[config.mk]
export PLATFORM = sky130hd
export DESIGN_NAME = reg_file_sb
export DESIGN_NICKNAME = d
export VERILOG_FILES = /design/src/rtl/reg_file_sb.sv
export SDC_FILE = /design/constraint.sdc
export NUM_CORES = 1
export LEC_CHECK = 0
export CORE_MARGIN = 2
export CORE_UTILIZATION = 54
export CTS_CLUSTER_DIAMETER = 40
export CTS_CLUSTER_SIZE = 28
export DETAILED_ROUTE_END_ITERATION = 16
export GPL_ROUTABILITY_DRIVEN = 0
export GPL_TIMING_DRIVEN = 0
export HOLD_SLACK_MARGIN = 0.05
export PLACE_DENSITY = 0.86
export REMOVE_ABC_BUFFERS = 1
export SETUP_SLACK_MARGIN = 0.1
export SLEW_MARGIN = 30
export SYNTH_ARGS = -nofsm -noshare
export SYNTH_HDL_FRONTEND = slang
export SYNTH_SLANG_ARGS = --single-unit
export TNS_END_PERCENT = 50
[constraint.sdc]
create_clock -name Clock -period 8.4 [get_ports Clock]
set_clock_uncertainty 0.1 [all_clocks]
set_input_delay 0.84 -clock Clock [delete_from_list [all_inputs] [get_ports Clock]]
set_output_delay 0.84 -clock Clock [all_outputs]
set_load 0.05 [all_outputs]
[src/rtl/reg_file_sb.sv]
// reg_file_sb: parametrised register file with per-register scoreboard.
// One write port, two combinational read ports, optional zero reg and bypass.
module reg_file_sb #(
  parameter int DATA_WIDTH = 4,
  parameter int ADDR_WIDTH = 3,
  parameter int ZERO_REG   = 1,
  parameter int BYPASS     = 1
) (
  input  logic                                   Clock,
  input  logic                                   Reset_n,
  input  logic [ADDR_WIDTH-1:0]                  A,
  input  logic [ADDR_WIDTH-1:0]                  B,
  output logic [DATA_WIDTH-1:0]                  Output_A,
  output logic [DATA_WIDTH-1:0]                  Output_B,
  output logic                                   Valid_A,
  output logic                                   Valid_B,
  input  logic                                   w,
  input  logic [ADDR_WIDTH-1:0]                  to,
  input  logic [DATA_WIDTH-1:0]                  data,
  input  logic                                   Reserve,
  input  logic [ADDR_WIDTH-1:0]                  ReserveAddr,
  output logic                                   Conflict,
  output logic [ADDR_WIDTH:0]                    PendingCount,
  output logic [DATA_WIDTH*(2**ADDR_WIDTH)-1:0]  r_flat
);

  localparam int NUM_REGS = 2 ** ADDR_WIDTH;
  localparam int CW       = ADDR_WIDTH + 1;
  localparam bit ZR       = (ZERO_REG != 0);
  localparam bit BP       = (BYPASS != 0);

  logic [DATA_WIDTH-1:0] r_regs [NUM_REGS];
  logic [NUM_REGS-1:0]   r_pend;
  logic                  r_conflict;
  logic [CW-1:0]         r_count;

  logic                  w_we;
  logic                  w_re;
  logic [NUM_REGS-1:0]   w_clr;
  logic [NUM_REGS-1:0]   w_set;
  logic [NUM_REGS-1:0]   w_pend_nxt;
  logic [CW-1:0]         w_count_nxt;
  logic                  w_conflict_nxt;

  // Qualify write/reserve so register 0 is untouchable when hardwired.
  always_comb begin
    w_we = w & ~(ZR & (to == '0));
    w_re = Reserve & ~(ZR & (ReserveAddr == '0));
  end

  // Next pending vector: a write retires, a reservation sets (set wins).
  always_comb begin
    w_clr = '0;
    w_set = '0;
    for (int i = 0; i < NUM_REGS; i++) begin
      w_clr[i] = w_we & (to == ADDR_WIDTH'(i));
      w_set[i] = w_re & (ReserveAddr == ADDR_WIDTH'(i));
    end
    w_pend_nxt = (r_pend & ~w_clr) | w_set;
  end

  // Popcount of the next pending vector, registered as PendingCount.
  always_comb begin
    w_count_nxt = '0;
    for (int i = 0; i < NUM_REGS; i++) begin
      w_count_nxt = w_count_nxt + CW'(w_pend_nxt[i]);
    end
  end

  // Re-reserving a busy register that is not retired this cycle is a WAW hit.
  always_comb begin
    w_conflict_nxt = w_re & r_pend[ReserveAddr]
                   & ~(w_we & (to == ReserveAddr));
  end

  // Register array storage.
  always_ff @(posedge Clock or negedge Reset_n) begin
    if (!Reset_n) begin
      for (int i = 0; i < NUM_REGS; i++) begin
        r_regs[i] <= '0;
      end
    end else if (w_we) begin
      r_regs[to] <= data;
    end
  end

  // Scoreboard state, conflict pulse and pending count.
  always_ff @(posedge Clock or negedge Reset_n) begin
    if (!Reset_n) begin
      r_pend     <= '0;
      r_conflict <= 1'b0;
      r_count    <= '0;
    end else begin
      r_pend     <= w_pend_nxt;
      r_conflict <= w_conflict_nxt;
      r_count    <= w_count_nxt;
    end
  end

  // Read port A: zero reg, then bypass, then stored value and scoreboard.
  always_comb begin
    Output_A = r_regs[A];
    Valid_A  = ~r_pend[A];
    if (ZR && (A == '0)) begin
      Output_A = '0;
      Valid_A  = 1'b1;
    end else if (BP && w_we && (to == A)) begin
      Output_A = data;
      Valid_A  = 1'b1;
    end
  end

  // Read port B: same rules as port A.
  always_comb begin
    Output_B = r_regs[B];
    Valid_B  = ~r_pend[B];
    if (ZR && (B == '0)) begin
      Output_B = '0;
      Valid_B  = 1'b1;
    end else if (BP && w_we && (to == B)) begin
      Output_B = data;
      Valid_B  = 1'b1;
    end
  end

  assign Conflict     = r_conflict;
  assign PendingCount = r_count;

  for (genvar g = 0; g < NUM_REGS; g++) begin : g_flat
    assign r_flat[g*DATA_WIDTH +: DATA_WIDTH] = r_regs[g];
  end

endmodule
==> parameters.txt <==
Parameter                              Value

Run status
  Outcome ... complete, no violations

Clock network
  Clock transition time at the flip-flop clock pins of the worst setup and hold paths ... 0.09 ns
  Root Buffer Master ... sky130_fd_sc_hd__clkbuf_8
  Number of sinks driven by the clock tree ... 45
  Clock latency reported for the late side of the worst-skew pair ... ~0.30 ns
  TritonCTS clock tree ... done
  CTS resizes ... 0
  CTS Buffer Depth ... 2
  Number of setup buffers added after CTS ... 0
  Hold-fix buffers at CTS ... 0
  Inserted Clock Buffers ... 5
  H-tree lvl count ... 2

Floorplanning
  IO Pins ... 67
  Die Area ... 5760 um2
  FP Rows ... 26
  Die Span X ... around 76 um
  Y dimension of the die ... 75.90 um
  Core Box Area ... around 5000 um2
  Initial standard-cell utilization of the core ... 55.36%

Global route
  Largest net degree at the start of global routing ... 46
  Vias in the first global route ... 2,197
  Overflow left after global routing ... 0
  GR Util All Layers ... approximately 27%
  First-pass GRT wire length ... roughly 11,000 um
  Number of antenna violations at the first check in global routing ... 0

Critical path
  Largest stage delay on the critical path ... roughly 0.83 ns
  Crit end category ... output pin
  Cells traversed along the worst timing path ... clkdlybuf4s50_1 > o21ba_2 > o2111ai_1 > or2_1 > a21oi_1 > clkdlybuf4s50_1
  Critical path peak fanout ... 14
  Cell repeated most along the worst path ... sky130_fd_sc_hd__clkdlybuf4s50_1
  Critical path arrival ... around 3.8 ns
  Required time of the critical path ... about 7.5 ns
  Critical path class ... in2out
  Highest-delay cell along the critical path ... sky130_fd_sc_hd__clkdlybuf4s50_1
  Crit start category ... input port

Timing
  Hold WS ... about 0.30 ns
  Total negative slack for setup checks ... 0 ns
  Setup slack after layout ... roughly 3.7 ns
  Crit share post-route ... about 56%
  Total count of max-transition violations in the final report ... 0
  Hold Violations, Final ... 0
  Actual transition at the worst max-transition pin ... ~0.81 ns
  Upper clock frequency limit ... between 200 and 250 MHz
  Count of endpoints failing setup in the final report ... 0
  Unrepaired setup endpoints after global routing ... no
  Relative slew slack ... between 40% and 50%
  Time the worst path needs with I/O delays and setup ... around 4.7 ns

Detailed routing
  Average wire per cell in the routed design ... around 20 um
  Via density per instance ... just over 6
  Count of vias placed by the detailed router ... 2,177
  Final routed wirelength across all metal layers ... just over 7000 um
  Remaining DRCs ... 0
  Initial DRC Count ... ~220
  Number of detailed-routing iterations run before antenna repair ... 4
  Post-DRT Antenna Nets ... 0

Synth
  Synthesized netlist cell count ... between 200 and 250
  Ys async rst share ... 100.0%
  Count of cell types in the netlist ... 40
  EDFF count, synth ... 0
  Mapped cell area ... between 2000 and 3000 um2
  Post-synth top area cell ... sky130_fd_sc_hd__dfrtp_1
  Average cell area after synthesis ... roughly 12 um2
  Flip-flop cell with the highest count after synthesis ... sky130_fd_sc_hd__dfrtp_1
  Number of warnings printed during yosys synthesis ... 0
  Sequential element share of the synthesized area ... about two fifths
  Top cell type's share of synthesized area ... about two fifths
  Synthesized flop and latch total ... 45
  Most area-consuming cells after synthesis ... sky130_fd_sc_hd__dfrtp_1, sky130_fd_sc_hd__mux4_2, sky130_fd_sc_hd__mux2_2, sky130_fd_sc_hd__mux2i_1, sky130_fd_sc_hd__fa_1

Final layout
  Filler cell count in the final layout ... between 300 and 400
  Core occupancy in the finished layout ... between 70% and 80%
  Area overhead of the layout relative to synthesis ... 26.49%
  Diode insertion count for antenna repair ... 0
  Most common cell after layout, fill and taps aside ... sky130_fd_sc_hd__clkdlybuf4s50_1
  Final #Nets ... 311
  Post-route cell area ... about 3500 um2
  Layout cells sized above 1 ... 18.95%
  Most frequent cells in the layout ... sky130_fd_sc_hd__clkdlybuf4s50_1, sky130_fd_sc_hd__dfrtp_1, sky130_fd_sc_hd__mux2_2

Place
  Pre-CTS WS ... approximately 3.4 ns
  Area after detailed placement ... 3415 um2
  Buffers added on ports ... 66
  Detailed-placement wirelength estimate ... roughly 5100 um

Worst hold path
  Min-delay worst type ... reg2reg

Job
  Total of max-cap violations ... 0

Pwr
  Power density over the cells ... between 200 and 300 nW/um2
  Worst-case vdd ir drop ... about 0.17 mV
  Leakage power summed over all cells ... about 1.5 nW
==> worst max-delay path, delay by kind of cell <==
family	cells	cell delay, ns
simple gates	1	0.39
buf+inv	2	1.66
compound gates	3	0.88
==> cell type report <==
class / instances / area (um2) / area share (%)
sequential: 45 / 1126 / 31.89
clock inverter: 1 / 30.03 / 0.8505
tap: 70 / 87.58 / 2.481
timing repair buffer: 66 / 658.1 / 18.64
inverter: 12 / 45.04 / 1.276
clock buffer: 7 / 86.33 / 2.445
multi-input combinational: 154 / 1498 / 42.42
==> routing by layer <==
layer  vias up  routed length, um  track usage (%)
met5         -                  0                0
met4         0                141            8.967
met3        14                490            6.217
met2       112               3675            44.83
met1      1092               2810            34.92
li1        959                  -                -
==> worst paths after layout <==
path,slack (ns),end,start,cells past startpoint
worst max-delay path,3.69,Output_A[0],A[1],6
worst min-delay path,0.30,r_pend[0]$_DFF_PN0_,r_pend[0]$_DFF_PN0_,0
worst max register to register,5.09,PendingCount[2]$_DFF_PN0_,r_pend[1]$_DFF_PN0_,11
worst min register to register,0.30,r_pend[0]$_DFF_PN0_,r_pend[0]$_DFF_PN0_,0
max in group asynchronous,7.37,r_flat[26]$_DFFE_PN0P_,Reset_n,1
min in group asynchronous,0.42,r_flat[3]$_DFFE_PN0P_,Reset_n,1
==> synth_stat cells, drive strengths merged, types with 2 or more instances <==
cell,n
dfrtp,45
mux2,24
nand2,20
mux4,19
buf,12
inv,12
a21oi,11
clkbuf,11
mux2i,11
o31ai,8
nor2b,5
and2,4
fa,4
nand3,4
o21ai,4
xor2,4
ha,3
nand4,3
nor2,3
o2111ai,3
xnor2,3
a211oi,2
a32o,2
nand2b,2
o21ba,2
or2,2
or3,2
==> logic make-up after synthesis <==
group                      after synthesis  share of synthesized area, %
xor gates and xnor gates                 7                         2.196
muxes                                   54                         28.96
and+or+nand+nor                         48                         8.696
adders and majority gates                7                         4.214
AOI/OAI and AO/OA                       38                         9.593
buffers and inverters                   35                         6.006
DFF                                     45                         40.34
==> where the power goes <==
group	internal [mW]	switching, mW	total (mW)
logic	0.186	0.293	0.479
clock network	0.0971	0.0772	0.174
registers	0.262	0.0388	0.301
==> stage by stage <==
stage / power, mW / cells
after floorplan: 0.6136 / 211
after global placement: 0.7669 / 347
after detailed placement: 0.7838 / 347
after CTS: 0.9564 / 355
after global routing: 1.001 / 355
final: 0.9547 / 355
==> sequential cells by signal (all words and copies together), names as in the netlist <==
register and flops:
r_pend 8, Conflict 1, r_flat 32, PendingCount 4
Note: power is estimated with default switching activity, not from simulation.
